**config.mk**
```make
export PLATFORM = sky130hd
export DESIGN_NAME = count_sequencer_flat
export DESIGN_NICKNAME = d
export VERILOG_FILES = /design/src/rtl/count_sequencer_if.sv /design/src/rtl/count_sequencer.sv /design/src/flat_wrapper.sv
export SDC_FILE = /design/constraint.sdc
export NUM_CORES = 1
export LEC_CHECK = 0
export CAP_MARGIN = 20
export CORE_MARGIN = 10
export CORE_UTILIZATION = 32
export DETAILED_ROUTE_END_ITERATION = 7
export DONT_BUFFER_PORTS = 1
export GPL_ROUTABILITY_DRIVEN = 0
export PLACE_DENSITY_LB_ADDON = 0.15
export SETUP_SLACK_MARGIN = 0.5
export SYNTH_ARGS = -nofsm -noshare
export SYNTH_HDL_FRONTEND = slang
export SYNTH_SLANG_ARGS = --single-unit
```
**constraint.sdc**
```tcl
create_clock -name clk -period 2.9 [get_ports clk]
set_input_delay 0.29 -clock clk [delete_from_list [all_inputs] [get_ports clk]]
set_output_delay 0.29 -clock clk [all_outputs]
set_load 0.01 [all_outputs]
```
**src/rtl/count_sequencer_if.sv**
```systemverilog
// Command/status bundle between a run master and the count sequencer.
interface count_sequencer_if #(
    parameter int unsigned WIDTH = 4
);
    logic             start;
    logic             stop;
    logic             pause;
    logic             up;
    logic [WIDTH-1:0] limit;
    logic [WIDTH-1:0] count;
    logic [WIDTH-1:0] t_en;
    logic             busy;
    logic             done;
    logic [1:0]       state;

    modport master (
        output start, stop, pause, up, limit,
        input  count, t_en, busy, done, state
    );

    modport slave (
        input  start, stop, pause, up, limit,
        output count, t_en, busy, done, state
    );
endinterface

```
**src/rtl/count_sequencer.sv**
```systemverilog
// Run controller for the toggle-flip-flop counter: steps a count register
// toward a latched terminal value and publishes the per-edge toggle mask.
module count_sequencer #(
    parameter int unsigned WIDTH = 4
) (
    input  logic             clk,
    input  logic             rst,
    count_sequencer_if.slave bus
);
    typedef enum logic [1:0] {
        S_IDLE  = 2'b00,
        S_RUN   = 2'b01,
        S_PAUSE = 2'b10,
        S_DONE  = 2'b11
    } state_e;

    state_e           state_q, state_d;
    logic [WIDTH-1:0] count_q, count_d;
    logic [WIDTH-1:0] t_en_q;
    logic [WIDTH-1:0] lim_q, lim_d;
    logic             dir_q, dir_d;
    logic             busy_q, busy_d;
    logic             done_q, done_d;

    logic [WIDTH-1:0] target;
    logic [WIDTH-1:0] step_val;
    logic             at_target;

    // Terminal value and one-step neighbour for the latched direction.
    always_comb begin
        target    = dir_q ? lim_q : '0;
        step_val  = dir_q ? (count_q + WIDTH'(1)) : (count_q - WIDTH'(1));
        at_target = (count_q == target);
    end

    // Next-state, next-count and registered-status decode.
    always_comb begin
        state_d = state_q;
        count_d = count_q;
        lim_d   = lim_q;
        dir_d   = dir_q;

        unique case (state_q)
            S_IDLE: begin
                if (bus.start) begin
                    lim_d   = bus.limit;
                    dir_d   = bus.up;
                    count_d = bus.up ? '0 : bus.limit;
                    state_d = S_RUN;
                end
            end
            S_RUN: begin
                if (bus.stop) begin
                    state_d = S_IDLE;
                end else if (bus.pause) begin
                    state_d = S_PAUSE;
                end else if (at_target) begin
                    state_d = S_DONE;
                end else begin
                    count_d = step_val;
                end
            end
            S_PAUSE: begin
                // The resume edge acts as a RUN edge, so each paused cycle
                // costs exactly one extra edge.
                if (bus.stop) begin
                    state_d = S_IDLE;
                end else if (!bus.pause) begin
                    if (at_target) begin
                        state_d = S_DONE;
                    end else begin
                        state_d = S_RUN;
                        count_d = step_val;
                    end
                end
            end
            S_DONE: begin
                state_d = S_IDLE;
            end
            default: begin
                state_d = S_IDLE;
            end
        endcase

        busy_d = (state_d == S_RUN) || (state_d == S_PAUSE);
        done_d = (state_d == S_DONE);
    end

    // State, datapath and status registers.
    always_ff @(posedge clk or negedge rst) begin
        if (!rst) begin
            state_q <= S_IDLE;
            count_q <= '0;
            t_en_q  <= '0;
            lim_q   <= '0;
            dir_q   <= 1'b0;
            busy_q  <= 1'b0;
            done_q  <= 1'b0;
        end else begin
            state_q <= state_d;
            count_q <= count_d;
            t_en_q  <= count_q ^ count_d;
            lim_q   <= lim_d;
            dir_q   <= dir_d;
            busy_q  <= busy_d;
            done_q  <= done_d;
        end
    end

    assign bus.count = count_q;
    assign bus.t_en  = t_en_q;
    assign bus.busy  = busy_q;
    assign bus.done  = done_q;
    assign bus.state = state_q;
endmodule

```
**src/flat_wrapper.sv**
```systemverilog
// flat-port wrapper written by rule: the top's interface ports become plain ports
module count_sequencer_flat 
#(
    parameter int unsigned WIDTH = 4
)
  (clk, rst, bus_start, bus_stop, bus_pause, bus_up, bus_limit, bus_count, bus_t_en, bus_busy, bus_done, bus_state);
  count_sequencer_if #(.WIDTH(WIDTH)) bus_i ();
  input  logic clk;
  input  logic rst;
  input wire logic [$bits(bus_i.start)-1:0] bus_start;
  input wire logic [$bits(bus_i.stop)-1:0] bus_stop;
  input wire logic [$bits(bus_i.pause)-1:0] bus_pause;
  input wire logic [$bits(bus_i.up)-1:0] bus_up;
  input wire logic [$bits(bus_i.limit)-1:0] bus_limit;
  output wire logic [$bits(bus_i.count)-1:0] bus_count;
  output wire logic [$bits(bus_i.t_en)-1:0] bus_t_en;
  output wire logic [$bits(bus_i.busy)-1:0] bus_busy;
  output wire logic [$bits(bus_i.done)-1:0] bus_done;
  output wire logic [$bits(bus_i.state)-1:0] bus_state;
  assign bus_i.start = bus_start;
  assign bus_i.stop = bus_stop;
  assign bus_i.pause = bus_pause;
  assign bus_i.up = bus_up;
  assign bus_i.limit = bus_limit;
  assign bus_count = bus_i.count;
  assign bus_t_en = bus_i.t_en;
  assign bus_busy = bus_i.busy;
  assign bus_done = bus_i.done;
  assign bus_state = bus_i.state;
  count_sequencer #(.WIDTH(WIDTH)) u_core (.clk(clk), .rst(rst), .bus(bus_i));
endmodule
```
==> qor.txt, run 1 <==
Buffers on Ports = 0
Via count = 935
Initial Util = 32.76%
Synth Instances = 118
Die W = 80.76 um
Power Density = 1220 mW/mm^2
Period minus WS final = 2.086 ns
Reg clk slew, reported paths = 0.07 ns
Cell Rows = 22
Max Cap Viol = 0
CP startpoint kind = flop
Num CTS Buffers = 3
I/O pin total = 22
Max H-tree Level = 1
Core area = 0.003606 mm^2
CP arrival = 2.25 ns
Hold EP = u_core.dir_q
# setup viols final = 0
Residual DRC = 0
Antenna cells = 0
Drt first pass iters = 4
Fmax = 479.4 MHz
CP required = 3.06 ns
Slew @ Worst Pin = 0.7971 ns
Share of the yosys chip area belonging to registers = 36.02%
Pins Over Slew Limit = 0
Status = finished, final reports clean
Hold buffer count at cts = 1
TritonCTS Sinks = 17
Maximum VDD drop = 0.3625 mV
Clock root buffer = clkbuf_8
Final WL = 2840 um
Syn Std Cell Area = 0.001181 mm^2
Clock Tree Buf Depth = 2
Kind of critical path = flop to flop
Unique cell type count in the Yosys netlist = 42
Worst skew pair latency = 0.25 ns
Antenna-violating nets left = 0
WHS Path Cells = 1
Wire length of the first global-routing pass = 4843 um
GR Overflow Total = 0
Syn nets = 136
Max FO, Critical Path = 11
Max transition margin = 46.69%
Worst r2r dst = u_core.bus.t_en[2]
Setup tns final = 0 ns
CP Capture Type = flop
Ys async rst share = 100.0%
WL per Instance = 17.32 um
Fillers = 375
Iter 0 DRT Violations = 50
Postcts setup bufs = 0
Detailed-route vias per instance = 5.701
Post-CTS Resized = 0
Leakage Power = 0.5398 nW
Warnings from Yosys = 0
Total GRT Usage = 9.396%
CTS tree = yes
Die height = 80.76 um
Vias in the first global route = 921
R2r worst-path depth = 5
DP HPWL = 2186 um
Pin count of the biggest net entering global routing = 18
Endpoints failing hold = 0
Nets = 135
Initial antenna violation count = 0
Number of synthesized flops with an enable pin = 0
Die ar. = 0.006521 mm^2
Fraction of layout cells with a size suffix above 1 = 12.07%
Area growth, synth to finish = 6.674%
Number of synthesized register bits = 17
RSZ-0062 raised after global routing = no
Hold Crit Start = bus_up
Register-to-register path setup slack = 0.81 ns
Most used DFF post-synth = dfrtp_1
Worst hold path class = input port to flop
Clk_skew = 0.0006821 ns
Hold slack = 0.1851 ns
Avg Cell Area, Syn = 10.01 um^2
Final Cycle Share = 71.93%
Worst R2R Start = u_core.bus.count[0]
==> synth_stat cells, types with 2 or more instances <==
cell / instances / area share [%]
o22ai_1: 3 / 1.6
nor3_1: 2 / 0.85
a22oi_1: 2 / 1.3
buf_2: 2 / 0.85
a22o_1: 2 / 1.5
a2bb2oi_1: 3 / 2.2
a21oi_1: 3 / 1.3
nand2_1: 4 / 1.3
a21boi_0: 2 / 1.3
buf_4: 2 / 1.3
o32ai_2: 2 / 2.8
ha_1: 7 / 7.4
xor2_1: 2 / 1.5
or2_2: 3 / 1.6
inv_1: 10 / 3.2
o21a_1: 2 / 1.3
o31ai_1: 2 / 1.3
a31oi_1: 3 / 1.6
o21ai_0: 2 / 0.85
mux2_2: 5 / 4.8
o2111ai_1: 2 / 1.5
o21bai_1: 3 / 1.9
clkbuf_1: 3 / 0.95
nand4b_1: 3 / 2.2
xnor2_1: 3 / 2.2
a21o_1: 3 / 1.9
o41a_1: 2 / 1.9
nor2_1: 4 / 1.3
nand3_1: 3 / 1.3
dfrtp_1: 17 / 36
==> final cells by class <==
| cell class | instances | area (um^2) | share of cell area (%) |
|---|---|---|---|
| Tap cell | 48 | 60.06 | 4.767 |
| Sequential cell | 17 | 425.4 | 33.76 |
| Inverter | 10 | 37.54 | 2.979 |
| Clock buffer | 4 | 45.04 | 3.575 |
| Multi-Input combinational cell | 84 | 681.9 | 54.12 |
| Timing Repair Buffer | 1 | 10.01 | 0.7944 |
==> where the power goes <==
group / switching (mW) / internal, mW
logic: 0.428 / 0.395
clock network: 0.0833 / 0.0975
registers: 0.186 / 0.347
==> placed cells by master, fill, tap and decap left out, types with 3 or more instances in the layout <==
master,count
nand2_1,4
inv_1,10
ha_1,7
nand4b_1,3
clkbuf_8,3
nor2_1,4
a31oi_1,3
dfrtp_1,17
or2_2,3
o21bai_1,3
o22ai_1,3
a21o_1,3
a2bb2oi_1,3
xnor2_1,3
a21oi_1,3
mux2_2,5
nand3_1,3
==> logic make-up (layout without fill, tap and decap cells) <==
kind of cell	after synthesis	count (layout)	synth area share [%]
XOR/XNOR	5	5	3.708
AO/OA/AOI/OAI	42	42	28.92
AND/OR/NAND/NOR	24	24	11.23
buffers and inverters	17	15	6.250
flip-flops	17	17	36.02
adder cells (fa/ha/maj)	8	8	9.110
multiplexers	5	5	4.767
==> registers in the layout (all words and copies together), names as in the netlist <==
name,cells
u_core.bus.busy,1
u_core.bus.count,4
u_core.bus.done,1
u_core.bus.state,2
u_core.bus.t_en,4
u_core.dir_q,1
u_core.lim_q,4
==> worst max path at each step <==
stage	startpoint	end	slack, ns	cells past startpoint
finish	u_core.bus.count[0]	u_core.bus.t_en[2]	0.81	5
detailed placement	u_core.bus.count[0]	u_core.bus.t_en[2]	0.81	5
global route	u_core.bus.count[0]	u_core.bus.t_en[2]	0.68	5
CTS	u_core.bus.count[0]	u_core.bus.t_en[2]	0.79	5
global placement	u_core.bus.count[0]	u_core.bus.t_en[2]	0.86	5
floorplan	u_core.dir_q	u_core.bus.t_en[3]	1.03	8
==> through the flow <==
| stage | std cells | cell area (um^2) | total power, mW | util (%) | setup slack (ns) |
|---|---|---|---|---|---|
| after floorplan | 118 | 1181 | 1.196 | - | 1.034 |
| after global placement | 159 | 1205 | 1.334 | 33.41 | 0.8648 |
| after detailed placement | 159 | 1205 | 1.352 | 33.41 | 0.8066 |
| after CTS | 164 | 1260 | 1.548 | 34.94 | 0.7887 |
| after global routing | 164 | 1260 | 1.678 | 34.94 | 0.6824 |
| final | 164 | 1260 | 1.537 | 34.94 | 0.8141 |
==> worst max-delay path, cell delays in order, from the launching register on <==
cell and delay (ns):
dfrtp_1 0.62, inv_1 0.17, fa_1 0.45, xnor2_1 0.18, o41a_1 0.38, o32ai_2 0.20
==> routing by layer <==
metal  GRT usage (%)  part of all wire [%]  wire (um)  up-vias
li1                -                     -          -      445
met1           11.70                    45       1278      462
met5               0                     0          0        -
met2           14.33                    46       1298       22
met3           3.532                   7.4        211        6
met4           3.806                   1.8         52        0
Power figures use the tool's default switching activity.
==> inputs of run 2 (changes only) <==
clock period = 1.8 ns   (was 2.9 ns; I/O delays follow)
==> run 2 against run 1 <==
  * The flow now finishes with violations (negative setup slack)
  * Hold slack got worse by 0.13 ns
  * Core utilization rose by 8.5 points
  * Final cell count rose by 11%
  * Count of clock-buffer cells in the layout fell by 1
  * Combinational power rose by 140%
  * First-iteration DRC count rose to 2.6 times the previous value
  * Clock skew rose by 0.0073 ns
  * Routed wire length rose by 24%
  * Register-to-register slack got worse by 0.87 ns
  * Total power rose by 100%
==> qor.txt, run 2 (same netlist as run 1, synthesis figures left out) <==
Fraction of layout cells with a size suffix above 1 = 44.03% (+32 points)
Most frequent cells in the layout = 16 x buf_4, 12 x dfrtp_1, 6 x inv_1
Clock root buffer = clkbuf_8
Total GRT Usage = 10.35% (+0.95 points)
Die W = 80.76 um (unchanged)
RSZ-0062 raised after global routing = yes
Cell Rows = 22 (unchanged)
Antenna cells = 0 (unchanged)
CP startpoint kind = flop
Worst hold path class = input port to flop
Clk pwr share = 10.1% (-1.7 points)
Max transition margin = 43.15% (-3.5 points)
Endpoints failing hold = 0 (unchanged)
Die ar. = 0.006521 mm^2 (unchanged)
Worst skew pair latency = 0.27 ns (+0.02 ns)
CP arrival = 2.02 ns (-0.23 ns)
Final WS setup = -0.05118 ns (-0.8653 ns)
Core area = 0.003606 mm^2 (unchanged)
Reg clk slew, reported paths = 0.08 ns (about the same)
Antenna-violating nets left = 0 (unchanged)
Buffers on Ports = 0 (unchanged)
Failing checks = negative setup slack
Setup tns final = -0.06917 ns (-0.06917 ns)
Final Cycle Share = 102.8% (+31 points)
Slew @ Worst Pin = 0.8500 ns (+0.05290 ns)
Status = finished with violations
DP HPWL = 2488 um (+14%)
Iter 0 DRT Violations = 132 (+160%)
Initial antenna violation count = 0 (unchanged)
Clock Tree Buf Depth = 2 (unchanged)
Power Density = 2012 mW/mm^2 (+65%)
Detailed-route vias per instance = 5.648 (-0.93%)
Period minus WS final = 1.851 ns (-0.2347 ns)
Final WL = 3518 um (+24%)
Leakage Power = 0.6646 nW (+23%)
Maximum VDD drop = 0.6137 mV (+69%)
GR Overflow Total = 0 (unchanged)
CP Capture Type = flop
Num CTS Buffers = 3 (unchanged)
Fillers = 344 (-8.3%)
Residual DRC = 0 (unchanged)
Pins Over Slew Limit = 0 (unchanged)
Wire length of the first global-routing pass = 5278 um (+9.0%)
Total Power = 3.150 mW (+100%)
Area growth, synth to finish = 32.52%
Clk_skew = 0.007946 ns (+0.007264 ns)
Sequential fraction of design power = 26.6% (-8.1 points)
Vias in the first global route = 1045 (+13%)
Pin count of the biggest net entering global routing = 18 (unchanged)
Max H-tree Level = 1 (unchanged)
CP required = 1.97 ns (-1.09 ns)
Max Cap Viol = 0 (unchanged)
TritonCTS Sinks = 17 (unchanged)
Initial Util = 32.76% (unchanged)
Area of the multi-input gates = 834.6 um^2 (+22%)
Fmax = 540.2 MHz (+13%)
# setup viols final = 2 (+2)
Drt first pass iters = 4 (unchanged)
Cell Int Power = 1.758 mW (+110%)
WL per Instance = 19.33 um (+12%)
Nets = 153 (+13%)
Kind of critical path = flop to flop
FF+latch area = 431.7 um^2 (+1.5%)
Sw Ratio = 44.17% (-1.2 points)
CTS tree = yes
Sw Pwr = 1.391 mW (+99%)
Most common cell after layout, fill and taps aside = buf_4
Via count = 1028 (+9.9%)
Max FO, Critical Path = 5 (-6)
Combinational Power Share = 63.3% (+9.8 points)
I/O pin total = 22 (unchanged)
Die height = 80.76 um (unchanged)
[run 2: cell count changes in the layout (fill, tap and decap cells not counted), sizes merged]
cell    previous run  this run
buf                0        17
clkbuf             4         3
clkinv             0         1
o22ai              4         5
[run 2: final cells by class]
type | instances | share of cell area (%)
timing repair buffer | 18 | 9.592
multi-input combinational | 85 | 53.32
sequential | 17 | 27.58
clock inverter | 1 | 0.3197
tap | 48 | 3.837
clock buffer | 3 | 2.638
inverter | 10 | 2.718
[run 2: power groups by stage]
| stage | clock [mW] | sequential (mW) | combinational, mW |
|---|---|---|---|
| global route | 0.322 | 0.861 | 2.16 |
| detailed placement | 0 | 0.817 | 1.72 |
| floorplan | 0 | 0.749 | 1.38 |
| finish | 0.318 | 0.838 | 1.99 |
| global placement | 0 | 0.817 | 1.69 |
| CTS | 0.303 | 0.825 | 1.82 |
[run 2: timing repair]
action | 4_1_cts | 5_1_grt
pin swaps | 2 | 4
hold endpoints to repair | 17 | 0
hold buffers | 1 | 0
gates resized for setup | 11 | 13
setup endpoints to repair | 17 | 17
setup buffers | 0 | 4
gates cloned | 0 | 1
[run 2: metal layers]
metal	routed length, um	GRT usage, %	vias up
met3	280	4.084	4
met5	0	0	-
met4	25	3.460	0
met2	1693	17.04	27
li1	-	-	477
met1	1518	12.03	520
[run 2: worst max-delay path, cell delays in order (launching register included)]
cell and delay, ns:
dfrtp_2 0.45, buf_4 0.16, ha_1 0.33, a21oi_2 0.16, xnor2_1 0.09, o41a_1 0.35
o32ai_2 0.23
[run 2: worst paths after layout]
| path | cells after the start | start | to | slack [ns] |
|---|---|---|---|---|
| max reg2reg | 6 | u_core.bus.count[2] | u_core.bus.t_en[3] | -0.05 |
| max in group asynchronous | 1 | rst | u_core.bus.count[1] | 0.75 |
| min reg2reg | 1 | u_core.lim_q[2] | u_core.lim_q[2] | 0.59 |
| max | 6 | u_core.bus.count[2] | u_core.bus.t_en[3] | -0.05 |
| min | 1 | bus_limit[3] | u_core.lim_q[3] | 0.05 |
| min in group asynchronous | 1 | rst | u_core.bus.busy | 0.46 |
[run 2: per-stage QoR]
stage	setup slack [ns]	cell area (um^2)	util, %	hold slack (ns)	cells
after global placement	-0.01722	1370	37.99	-0.1149	172
after CTS	-0.05833	1473	40.84	0.06321	177
final	-0.05118	1565	43.41	0.05357	182
after detailed placement	-0.1240	1370	37.99	-0.1149	172
after floorplan	0.03947	1271	-	-0.1156	118
after global routing	-0.1158	1565	43.41	0.06160	182
